==> src/rtl/perceptron_weight_loader_if.sv <==
// Handshake and serial-load bundle between the weight source, the loader and
// the perceptron datapath's weight/bias shift registers.
interface perceptron_weight_loader_if #(
  parameter int WIDTH = 8
);
  logic             load_valid_i;
  logic             load_ready_o;
  logic [WIDTH-1:0] b_load_i;
  logic [WIDTH-1:0] w0_load_i;
  logic [WIDTH-1:0] w1_load_i;
  logic [1:0]       W1W0b_en_o;
  logic             b_o;
  logic             W0_o;
  logic             W1_o;
  logic             busy_o;
  logic             done_o;

  // The loader itself sits on the slave side of this bundle.
  modport slave (
    input  load_valid_i, b_load_i, w0_load_i, w1_load_i,
    output load_ready_o, W1W0b_en_o, b_o, W0_o, W1_o, busy_o, done_o
  );

  modport master (
    output load_valid_i, b_load_i, w0_load_i, w1_load_i,
    input  load_ready_o, W1W0b_en_o, b_o, W0_o, W1_o, busy_o, done_o
  );
endinterface

==> src/rtl/perceptron_weight_loader.sv <==
// Serializes one parallel {b, w0, w1} weight set MSB-first into the perceptron
// datapath shift registers, steering each bit with a 2-bit select code.
module perceptron_weight_loader #(
  parameter int WIDTH = 8
) (
  input  logic                   clk,
  input  logic                   reset,
  perceptron_weight_loader_if.slave ld
);
  localparam int CW = $clog2(WIDTH);
  localparam logic [CW-1:0] LAST = CW'(WIDTH - 1);

  localparam logic [1:0] EN_NONE = 2'b00;
  localparam logic [1:0] EN_B    = 2'b01;
  localparam logic [1:0] EN_W0   = 2'b10;
  localparam logic [1:0] EN_W1   = 2'b11;

  typedef enum logic [2:0] {
    IDLE,
    SHIFT_B,
    SHIFT_W0,
    SHIFT_W1,
    DONE
  } state_e;

  state_e           state_q, state_d;
  logic [CW-1:0]    cnt_q, cnt_d;
  logic [WIDTH-1:0] b_q, b_d;
  logic [WIDTH-1:0] w0_q, w0_d;
  logic [WIDTH-1:0] w1_q, w1_d;

  // NOTE: sequential state uses non-blocking assignments so every register
  // samples the pre-edge value of every other register.
  always_ff @(posedge clk) begin
    if (reset) begin
      state_q <= IDLE;
      cnt_q   <= '0;
      b_q     <= '0;
      w0_q    <= '0;
      w1_q    <= '0;
    end else begin
      state_q <= state_d;
      cnt_q   <= cnt_d;
      b_q     <= b_d;
      w0_q    <= w0_d;
      w1_q    <= w1_d;
    end
  end

  // Shadow registers shift left as bits are consumed, so the bit on the wire
  // is always the shadow MSB.
  always_comb begin
    // NOTE: every signal gets a default first so no path through the case
    // can leave one unassigned and infer a latch.
    state_d = state_q;
    cnt_d   = cnt_q;
    b_d     = b_q;
    w0_d    = w0_q;
    w1_d    = w1_q;

    unique case (state_q)
      IDLE: begin
        if (ld.load_valid_i) begin
          b_d     = ld.b_load_i;
          w0_d    = ld.w0_load_i;
          w1_d    = ld.w1_load_i;
          cnt_d   = '0;
          state_d = SHIFT_B;
        end
      end
      SHIFT_B: begin
        b_d   = {b_q[WIDTH-2:0], 1'b0};
        cnt_d = cnt_q + CW'(1);
        if (cnt_q == LAST) begin
          cnt_d   = '0;
          state_d = SHIFT_W0;
        end
      end
      SHIFT_W0: begin
        w0_d  = {w0_q[WIDTH-2:0], 1'b0};
        cnt_d = cnt_q + CW'(1);
        if (cnt_q == LAST) begin
          cnt_d   = '0;
          state_d = SHIFT_W1;
        end
      end
      SHIFT_W1: begin
        w1_d  = {w1_q[WIDTH-2:0], 1'b0};
        cnt_d = cnt_q + CW'(1);
        if (cnt_q == LAST) begin
          cnt_d   = '0;
          state_d = DONE;
        end
      end
      DONE:    state_d = IDLE;
      default: state_d = IDLE;
    endcase
  end

  // Outputs depend only on registered state and shadow MSBs.
  always_comb begin
    unique case (state_q)
      SHIFT_B:  ld.W1W0b_en_o = EN_B;
      SHIFT_W0: ld.W1W0b_en_o = EN_W0;
      SHIFT_W1: ld.W1W0b_en_o = EN_W1;
      default:  ld.W1W0b_en_o = EN_NONE;
    endcase
  end

  assign ld.load_ready_o = (state_q == IDLE);
  assign ld.busy_o       = (state_q != IDLE);
  assign ld.done_o       = (state_q == DONE);
  assign ld.b_o          = (state_q == SHIFT_B)  & b_q[WIDTH-1];
  assign ld.W0_o         = (state_q == SHIFT_W0) & w0_q[WIDTH-1];
  assign ld.W1_o         = (state_q == SHIFT_W1) & w1_q[WIDTH-1];
endmodule
==> src/flat_wrapper.sv <==
// flat-port wrapper written by rule: the top's interface ports become plain ports
module perceptron_weight_loader_flat 
#(
  parameter int WIDTH = 8
)
  (clk, reset, ld_load_valid_i, ld_b_load_i, ld_w0_load_i, ld_w1_load_i, ld_load_ready_o, ld_W1W0b_en_o, ld_b_o, ld_W0_o, ld_W1_o, ld_busy_o, ld_done_o);
  perceptron_weight_loader_if #(.WIDTH(WIDTH)) ld_i ();
  input  logic clk;
  input  logic reset;
  input wire logic [$bits(ld_i.load_valid_i)-1:0] ld_load_valid_i;
  input wire logic [$bits(ld_i.b_load_i)-1:0] ld_b_load_i;
  input wire logic [$bits(ld_i.w0_load_i)-1:0] ld_w0_load_i;
  input wire logic [$bits(ld_i.w1_load_i)-1:0] ld_w1_load_i;
  output wire logic [$bits(ld_i.load_ready_o)-1:0] ld_load_ready_o;
  output wire logic [$bits(ld_i.W1W0b_en_o)-1:0] ld_W1W0b_en_o;
  output wire logic [$bits(ld_i.b_o)-1:0] ld_b_o;
  output wire logic [$bits(ld_i.W0_o)-1:0] ld_W0_o;
  output wire logic [$bits(ld_i.W1_o)-1:0] ld_W1_o;
  output wire logic [$bits(ld_i.busy_o)-1:0] ld_busy_o;
  output wire logic [$bits(ld_i.done_o)-1:0] ld_done_o;
  assign ld_i.load_valid_i = ld_load_valid_i;
  assign ld_i.b_load_i = ld_b_load_i;
  assign ld_i.w0_load_i = ld_w0_load_i;
  assign ld_i.w1_load_i = ld_w1_load_i;
  assign ld_load_ready_o = ld_i.load_ready_o;
  assign ld_W1W0b_en_o = ld_i.W1W0b_en_o;
  assign ld_b_o = ld_i.b_o;
  assign ld_W0_o = ld_i.W0_o;
  assign ld_W1_o = ld_i.W1_o;
  assign ld_busy_o = ld_i.busy_o;
  assign ld_done_o = ld_i.done_o;
  perceptron_weight_loader #(.WIDTH(WIDTH)) u_core (.clk(clk), .reset(reset), .ld(ld_i));
endmodule
==> config.mk <==
export PLATFORM = sky130hd
export DESIGN_NAME = perceptron_weight_loader_flat
export DESIGN_NICKNAME = d
export VERILOG_FILES = /design/src/rtl/perceptron_weight_loader_if.sv /design/src/rtl/perceptron_weight_loader.sv /design/src/flat_wrapper.sv
export SDC_FILE = /design/constraint.sdc
export NUM_CORES = 1
export LEC_CHECK = 0
export CORE_AREA = 2 2 67 69
export DETAILED_ROUTE_END_ITERATION = 12
export DIE_AREA = 0 0 69 71
export PLACE_DENSITY = 0.68
export SYNTH_ARGS = -nofsm -noshare
export SYNTH_HDL_FRONTEND = slang
export SYNTH_SLANG_ARGS = --single-unit
==> constraint.sdc <==
create_clock -name clk -period 3.35 [get_ports clk]
set_clock_uncertainty 0.05 [all_clocks]
set_input_delay 0.335 -clock clk [delete_from_list [all_inputs] [get_ports clk]]
set_output_delay 0.335 -clock clk [all_outputs]
set_load 0.05 [all_outputs]
==> results.toml, run 1 <==
[clock_tree]
htree_levels = 2
clk_latency_ps = 280
cts.sinks = 30
tritoncts = "built"
cts_root_buffer = "clkbuf_8"
postCtsHoldBufs = 0
clk_pin_slew_worst_paths_ps = 60
cts_buffers = 5
cts_resized = 0
clockBufferDepth = 2
post_cts_buffers = 0

[critical_path]
worstReg2RegStart = "u_core.state_q[2]$_SDFFE_PP0P_"
cp_max_fo = 16
cp-end-kind = "output port"
crit_family = "buffers and inverters"
cp-startpoint = "u_core.state_q[0]$_SDFFE_PP0P_"
critPathMaxStageDelay_ps = 790
critPathLaunchType = "register"
rr_worst_depth = 3
crit_type = "reg2out"
path_cells = "nor3b_2, and2_1, clkdlybuf4s50_1"
cp_slowest_cell = "clkdlybuf4s50_1"
worst-path-buf-inv = 1
cp.arrival_ps = 2390
cp.required_ps = 2960
worstSetupPathDepth = 3

[route]
viasPerCell = 5.17
drt_pass1_iterations = 4
wl_per_cell_um = 12.5
vias = 1241
postRouteAntennaNets = 0
drt-total-wl_um = 3010
drtIter0Drc = 97
route.detailed.drc = 0

[flow_run]
drv_cap = 0

[timing]
worst_slew_pin_slew_ps = 913
fin_ws_ps = 571
slew_violations = 0
min_period_ps = 2780
fin_crit_sh_pct = 83.0
setup_violations = 0
finalHoldViolCount = 0
holdWs_ps = 417
rsz0062_at_grt = "false"
fmax_mhz = 360
fin_setup_tns_ps = 0
max_slew_margin_pct = 39.1

[power_and_ir_drop]
leakage_nw = 0.676
power_mw = 0.806
vdd_drop_max_mv = 0.207
cellPowerDensity_nw_per_um2 = 444

[synthesis]
ys_ff_latch = 30
ys_warn_count = 0
netlist_instances = 162
synth_cell_type_count = 33
ys_top_cells_by_area = "dfxtp_1 43%, a21oi_1 7.8%, nor3_1 5.3%, o22ai_2 5.3%, nand3_1 4.3%"
synthFlopType = "dfxtp_1"
syn_avg_cell_area_um2 = 8.67
synthMostInstantiatedCell = "dfxtp_1"
postSynthNetCount = 191
ys_async_sr_fraction_pct = 0
ys_seq_area_share_pct = 42.8
synth_area_um2 = 1400
synthTopCellsByCount = "30 x dfxtp_1, 22 x a21oi_1, 16 x nor2_1, 15 x nor3_1, 12 x nand3_1"
synth_area_leader_cell = "dfxtp_1"
synth_edf_count = 0
synth_top_area_share_pct = 42.8

[worst_hold_path]
min_from = "u_core.w0_q[0]$_SDFFE_PP0P_"
hp-class = "reg2reg"
min_path_cells = 2

[placement]
dp_hpwl_um = 2000
placedInstanceArea_um2 = 1730
dpl.cell_count = 234
gp_congestion = 0.748
pre_cts_ws_ps = 845
numPortBuffers = 34

[finish]
nNetsFinal = 218
diodes = 0
utilization_pct = 43.2
areaGrowthSynthToFinish_pct = 29.2
multi_input_area_um2 = 711
drive_gt1_share_pct = 10.1
final_area_um2 = 1810
seqCellArea_um2 = 601
stdcell_count = 240
nFillCells = 451

[floorplanning]
ios = 35
fp-row-count = 24
start_util_pct = 33.4
die_w_um = 69
die_y_um = 71
coreArea_um2 = 4200
die-area_um2 = 4900

[global_routing]
grt_pass1_wl_um = 5400
grtUsageTotal_pct = 14.0
grt_pass1_vias = 1207
grt_antenna_before_repair = 0
overflow = 0
grt_max_degree = 31

[run_status]
status = "finished, final reports clean"
==> layer usage <==
metal | vias up | global-route usage, % | routed length (um)
met2 | 28 | 21.8 | 1350
met4 | 0 | 6.54 | 65
met5 | - | 0 | 0
met3 | 7 | 5.27 | 160
met1 | 564 | 17.2 | 1440
li1 | 642 | - | -
==> cell families after synthesis <==
group,share of synthesized area [%]
XOR/XNOR,0.624
AO/OA/AOI/OAI,20.1
flip-flops,42.8
AND/OR/NAND/NOR,28.2
buffers and inverters,6.59
adder cells (fa/ha/maj),1.78
==> area by class of cell <==
| cell class | instances | area share [%] |
|---|---|---|
| clock buffer | 6 | 4.55 |
| tap | 52 | 3.59 |
| timing repair buffer | 35 | 19.2 |
| multi-input combinational | 115 | 39.2 |
| inverter | 2 | 0.414 |
| sequential | 30 | 33.1 |
==> power by group <==
| group | leakage, nW | switching (mW) | total [mW] | internal (mW) |
|---|---|---|---|---|
| logic | 0.386 | 0.0593 | 0.122 | 0.0624 |
| clock network | 0.0431 | 0.130 | 0.288 | 0.158 |
| registers | 0.247 | 0.0156 | 0.396 | 0.381 |
==> final timing paths <==
kind                                                     to  slack (ps)
worst max-delay path                                 ld_b_o         570
worst min-delay path            u_core.w0_q[0]$_SDFFE_PP0P_         420
worst max register to register  u_core.w0_q[3]$_SDFFE_PP0P_        1280
worst min register to register  u_core.w0_q[0]$_SDFFE_PP0P_         420
==> flip-flops by register name, summed over array words and instances (netlist names) <==
signal / cells
u_core.state_q: 3
u_core.cnt_q: 3
u_core.w1_q: 8
u_core.b_q: 8
u_core.w0_q: 8
==> worst min-delay path: stages (launching register included) <==
cell and delay, ps:
dfxtp_1 310, nand3_1 60, a21oi_1 50
==> cells in the final DEF, fill, tap and decap left out, types with 2 or more instances in the layout <==
master,n
a21oi_1,22
nor4_1,7
nand2_1,5
o21ai_0,2
o22ai_2,6
inv_1,2
nor2b_1,2
a22oi_1,8
clkbuf_8,6
dfxtp_1,30
nor2_1,16
ha_1,2
or3b_2,2
nor3_1,15
clkdlybuf4s50_1,34
nand3_1,12
and2_1,2
Note: power is estimated with default switching activity, not from simulation.
==> run 2: changes to the inputs <==
==> constraint.sdc (replaced) <==
create_clock -name clk -period 2.7 [get_ports clk]
set_clock_uncertainty 0.05 [all_clocks]
set_input_delay 0.27 -clock clk [delete_from_list [all_inputs] [get_ports clk]]
set_output_delay 0.27 -clock clk [all_outputs]
set_load 0.05 [all_outputs]
==> run 2 against run 1 <==
Against the previous run: highest routed layer unchanged; count of clock-buffer cells in the layout increased by 1; setup slack got worse by 390 ps; first-iteration DRC count fell by 18%; sequential power increased by 24%; final cell count up 2.1%; via count increased by 1.5%; sequential cell count unchanged; routed wire length is 0.80% higher; die area did not move.
==> results.toml, run 2 (same netlist as run 1, synthesis figures left out) <==
[global_routing]
grt_max_degree = 21
grt_pass1_wl_um = 5250
grt_pass1_vias = 1180
grtUsageTotal_pct = 13.4
overflow = 0
grt_antenna_before_repair = 0

[timing]
slew_violations = 0
fin_setup_tns_ps = 0
fin_crit_sh_pct = 93.4
worst_slew_pin_slew_ps = 741
max_slew_margin_pct = 50.5
rsz0062_at_grt = "false"
min_period_ps = 2520
fmax_mhz = 397
setup_violations = 0
finalHoldViolCount = 0

[power_and_ir_drop]
combinationalPowerShare_pct = 15.2
sequentialPowerShare_pct = 48.4
leakage_nw = 0.700
p_int_mw = 0.757
power.switching_mw = 0.258
swShare_pct = 25.4
power_mw = 1.01
cellPowerDensity_nw_per_um2 = 551
power_frac_clock_pct = 36.4
vdd_drop_max_mv = 0.281

[critical_path]
cp_slowest_cell = "clkdlybuf4s50_1"
cp.arrival_ps = 2200
crit_family = "buffers and inverters"
crit_type = "reg2out"
cp_max_fo = 16
cp.required_ps = 2380
cp-end-kind = "output port"
worst-path-buf-inv = 1
critPathLaunchType = "register"
path_cells = "nor2_1, and3_1, clkdlybuf4s50_1"
critPathMaxStageDelay_ps = 790

[route]
drtIter0Drc = 80
vias = 1260
viasPerCell = 5.14
drt_pass1_iterations = 4
wl_per_cell_um = 12.4
route.detailed.drc = 0
drt-total-wl_um = 3030
postRouteAntennaNets = 0

[floorplanning]
ios = 35
coreArea_um2 = 4200
die_w_um = 69
start_util_pct = 33.4
die-area_um2 = 4900
fp-row-count = 24
die_y_um = 71

[clock_tree]
clk_latency_ps = 280
clockBufferDepth = 2
post_cts_buffers = 0
tritoncts = "built"
clk_pin_slew_worst_paths_ps = 60
htree_levels = 2
cts_buffers = 5
cts_resized = 0
cts.sinks = 30
cts_root_buffer = "clkbuf_8"
postCtsHoldBufs = 0

[finish]
diodes = 0
final_cell_mix = "32 x clkdlybuf4s50_1, 30 x dfxtp_1, 22 x a21oi_1, 16 x nor2_1, 15 x nor3_1"
nFillCells = 439
layout_commonest_cell = "clkdlybuf4s50_1"
areaGrowthSynthToFinish_pct = 31.1
nNetsFinal = 221
stdcell_count = 245
drive_gt1_share_pct = 13.0
reg_top3 = "u_core.b_q (8), u_core.w0_q (8), u_core.w1_q (8)"

[worst_hold_path]
hp-class = "reg2reg"

[placement]
dp_hpwl_um = 2080
dpl.cell_count = 237
gp_congestion = 0.782
numPortBuffers = 34

[flow_run]
drv_cap = 0

[run_status]
status = "finished, final reports clean"
-- run 2: changes by cell type in the layout (fill, tap and decap cells not counted), sizes merged --
| cell | previous run | this run |
|---|---|---|
| buf | 1 | 6 |
| clkinv | 0 | 1 |
| clkbuf | 6 | 7 |
| clkdlybuf4s50 | 34 | 32 |
-- run 2: path summary, 6_finish.rpt --
check | startpoint | endpoint | cells after the start | slack, ps
max reg2reg | u_core.state_q[0]$_SDFFE_PP0P_ | u_core.w1_q[7]$_SDFFE_PP0P_ | 4 | 870
max | u_core.state_q[0]$_SDFFE_PP0P_ | ld_W0_o | 3 | 180
min reg2reg | u_core.w0_q[0]$_SDFFE_PP0P_ | u_core.w0_q[0]$_SDFFE_PP0P_ | 2 | 420
min | u_core.w0_q[0]$_SDFFE_PP0P_ | u_core.w0_q[0]$_SDFFE_PP0P_ | 2 | 420
-- run 2: routing by layer --
layer	global-route usage (%)	wire length (um)
met5	0	0
met4	4.58	40
met2	20.9	1390
met3	4.99	173
met1	17.0	1430
-- run 2: layout make-up --
class | instances | area, um2 | share of cell area (%)
well taps | 52 | 65.1 | 3.54
flip-flops and latches | 30 | 601 | 32.6
repair buffers | 38 | 365 | 19.9
multi-input cells | 115 | 711 | 38.6
clock inverters | 1 | 5.00 | 0.272
inverters | 2 | 7.51 | 0.408
clock buffers | 7 | 86.3 | 4.69
-- run 2: worst reg2reg max path: stages, from the launching register on --
cell and delay (ps):
dfxtp_1 460, or4b_1 710, buf_4 280, o22ai_2 130, nor3_1 70
-- run 2: stage by stage --
step / setup slack, ps / utilization (%) / area, um2 / hold WS [ps]
after floorplan: 523 / - / 1400 / 312
after global placement: 551 / 41.6 / 1750 / 405
after detailed placement: 504 / 41.6 / 1750 / 410
after CTS: 190 / 43.8 / 1840 / 419
after global routing: 85.6 / 43.8 / 1840 / 438
final: 179 / 43.8 / 1840 / 416
-- run 2: power by group through the flow --
stage | Sequential [mW] | Clock (mW) | Combinational (mW)
CTS | 0.491 | 0.380 | 0.156
detailed placement | 0.500 | 0 | 0.155
global route | 0.495 | 0.406 | 0.169
finish | 0.491 | 0.370 | 0.154
global placement | 0.500 | 0 | 0.154
floorplan | 0.495 | 0 | 0.0987
==> run 3: changes to the inputs <==
--- a/config.mk
+++ b/config.mk
@@ -5,10 +5,10 @@
 export SDC_FILE = /design/constraint.sdc
 export NUM_CORES = 1
 export LEC_CHECK = 0
-export CORE_AREA = 2 2 67 69
+export CORE_AREA = 2 2 61 75
 export DETAILED_ROUTE_END_ITERATION = 12
-export DIE_AREA = 0 0 69 71
-export PLACE_DENSITY = 0.68
+export DIE_AREA = 0 0 63 77
+export PLACE_DENSITY = 0.69
 export SYNTH_ARGS = -nofsm -noshare
 export SYNTH_HDL_FRONTEND = slang
 export SYNTH_SLANG_ARGS = --single-unit
==> run 3 against run 2 <==
Against the previous run: die area shrank 0.98%; power grew 7.7%; setup slack gained 200 ps; sequential share of layout area shrank 0.95 points; combinational power grew 3%; hold slack gained 3.1 ps; sequential cell count is the same; clock power grew 20%; non-clock buffer count grew 4; register-to-register slack lost 90 ps; count of clock-buffer cells in the layout shrank 2; sequential power is essentially flat; critical endpoint is now ld_W1_o; largest power group unchanged.
==> results.toml, run 3 (same netlist as run 1, synthesis figures left out) <==
[critical_path]
cp-startpoint = "u_core.state_q[1]$_SDFFE_PP0P_"
endpoint = "ld_W1_o"
cp.required_ps = 2380
cp.arrival_ps = 2000
worstReg2RegStart = "u_core.state_q[0]$_SDFFE_PP0P_"
cp-end-kind = "output port"
critPathLaunchType = "register"
rr_worst_depth = 5
crit_type = "reg2out"
ff2ff_setup_slack_ps = 780
reg2reg_to = "u_core.w1_q[3]$_SDFFE_PP0P_"
cp_max_fo = 11

[run_status]
status = "finished, final reports clean"

[timing]
fin_setup_tns_ps = 0
fmax_mhz = 431
worst_slew_pin_slew_ps = 717
rsz0062_at_grt = "false"
setup_violations = 0
slew_violations = 0
max_slew_margin_pct = 52.1
fin_crit_sh_pct = 85.9
finalHoldViolCount = 0
fin_ws_ps = 380
min_period_ps = 2320

[floorplanning]
fp-row-count = 26
die-area_um2 = 4850
die_y_um = 77
ios = 35
die_w_um = 63
start_util_pct = 34.0
coreArea_um2 = 4130

[route]
drtIter0Drc = 39
drt_pass1_iterations = 4
drt-total-wl_um = 3120
wl_per_cell_um = 12.3
vias = 1293
viasPerCell = 5.11
route.detailed.drc = 0
postRouteAntennaNets = 0

[finish]
nNetsFinal = 225
diodes = 0
final_cell_mix = "33 x clkdlybuf4s50_1, 30 x dfxtp_1, 22 x a21oi_1, 16 x nor2_1, 15 x nor3_1"
areaGrowthSynthToFinish_pct = 35.0
seqCellArea_um2 = 601
multi_input_area_um2 = 711
drive_gt1_share_pct = 14.7
layout_commonest_cell = "clkdlybuf4s50_1"
nFillCells = 428
reg_top3 = "u_core.b_q (8), u_core.w0_q (8), u_core.w1_q (8)"

[power_and_ir_drop]
cellPowerDensity_nw_per_um2 = 577
vdd_drop_max_mv = 0.345
leakage_nw = 0.728

[placement]
dp_hpwl_um = 2150
pre_cts_ws_ps = 635
numPortBuffers = 34
gp_congestion = 0.735

[clock_tree]
clk_pin_slew_worst_paths_ps = 70
clockBufferDepth = 2
clk_latency_ps = 280
cts_resized = 0
cts_root_buffer = "clkbuf_8"
postCtsHoldBufs = 0
tritoncts = "built"
htree_levels = 2
post_cts_buffers = 0
cts.sinks = 30
cts_buffers = 5

[global_routing]
overflow = 0
grt_pass1_vias = 1181
grtUsageTotal_pct = 14.1
grt_antenna_before_repair = 0
grt_pass1_wl_um = 5420
grt_max_degree = 21

[worst_hold_path]
hp-class = "reg2reg"

[flow_run]
drv_cap = 0
==> run 3: changes by cell type in the layout (fill, tap and decap cells not counted) <==
cell             delta
buf_4               +3
bufinv_16           +1
clkbuf_1            -1
clkbuf_8            -1
clkdlybuf4s50_1     +1
clkinv_2            +1
==> run 3: layout make-up <==
cell class                 instances  share of cell area, %
multi-input combinational        115                   37.5
sequential                        30                   31.7
timing repair buffer              42                   21.0
tap                               56                   3.70
clock buffer                       5                   3.63
clock inverter                     3                   2.11
inverter                           2                  0.396
==> run 3: through the flow <==
stage                     hold slack, ps  std cells  utilization, %  power [mW]  cell area, um2
after floorplan                      312        162               -       0.594            1400
after global placement               405        245            43.2       0.656            1790
after detailed placement             413        245            43.2       0.659            1790
after CTS                            422        253            45.9        1.10            1900
after global routing                 448        253            45.9        1.14            1900
final                                419        253            45.9        1.09            1900
==> run 3: layer usage <==
metal / vias up / GRT usage [%] / share of wire (%)
li1: 655 / - / -
met1: 591 / 17.8 / 47
met2: 40 / 21.7 / 46
met3: 7 / 3.96 / 5.0
met4: 0 / 7.33 / 2.3
met5: - / 0 / 0
==> run 3: how the worst min path moves through the flow <==
stage | start | to | slack (ps) | cells after the start
after floorplan | reset | u_core.state_q[0]$_SDFFE_PP0P_ | 310 | 1
after global placement | u_core.w0_q[0]$_SDFFE_PP0P_ | u_core.w0_q[0]$_SDFFE_PP0P_ | 410 | 2
after detailed placement | u_core.w1_q[0]$_SDFFE_PP0P_ | u_core.w1_q[0]$_SDFFE_PP0P_ | 410 | 2
after CTS | u_core.w1_q[0]$_SDFFE_PP0P_ | u_core.w1_q[0]$_SDFFE_PP0P_ | 420 | 2
after global routing | u_core.b_q[3]$_SDFFE_PP0P_ | u_core.b_q[3]$_SDFFE_PP0P_ | 450 | 2
final | u_core.w1_q[0]$_SDFFE_PP0P_ | u_core.w1_q[0]$_SDFFE_PP0P_ | 420 | 2
==> run 3: worst max-delay path, cell delays in order, from the launching register on <==
cell             delay [ps]
dfxtp_1                 530
and3b_1                 250
and2_1                  130
clkdlybuf4s50_1         800
==> run 3: power by group <==
group          leakage [nW]  internal, mW  switching, mW  total [mW]
clock                0.0579         0.271          0.172       0.444
combinational         0.424        0.0821         0.0774       0.159
sequential            0.247         0.472         0.0179       0.490
total                 0.728         0.825          0.268        1.09
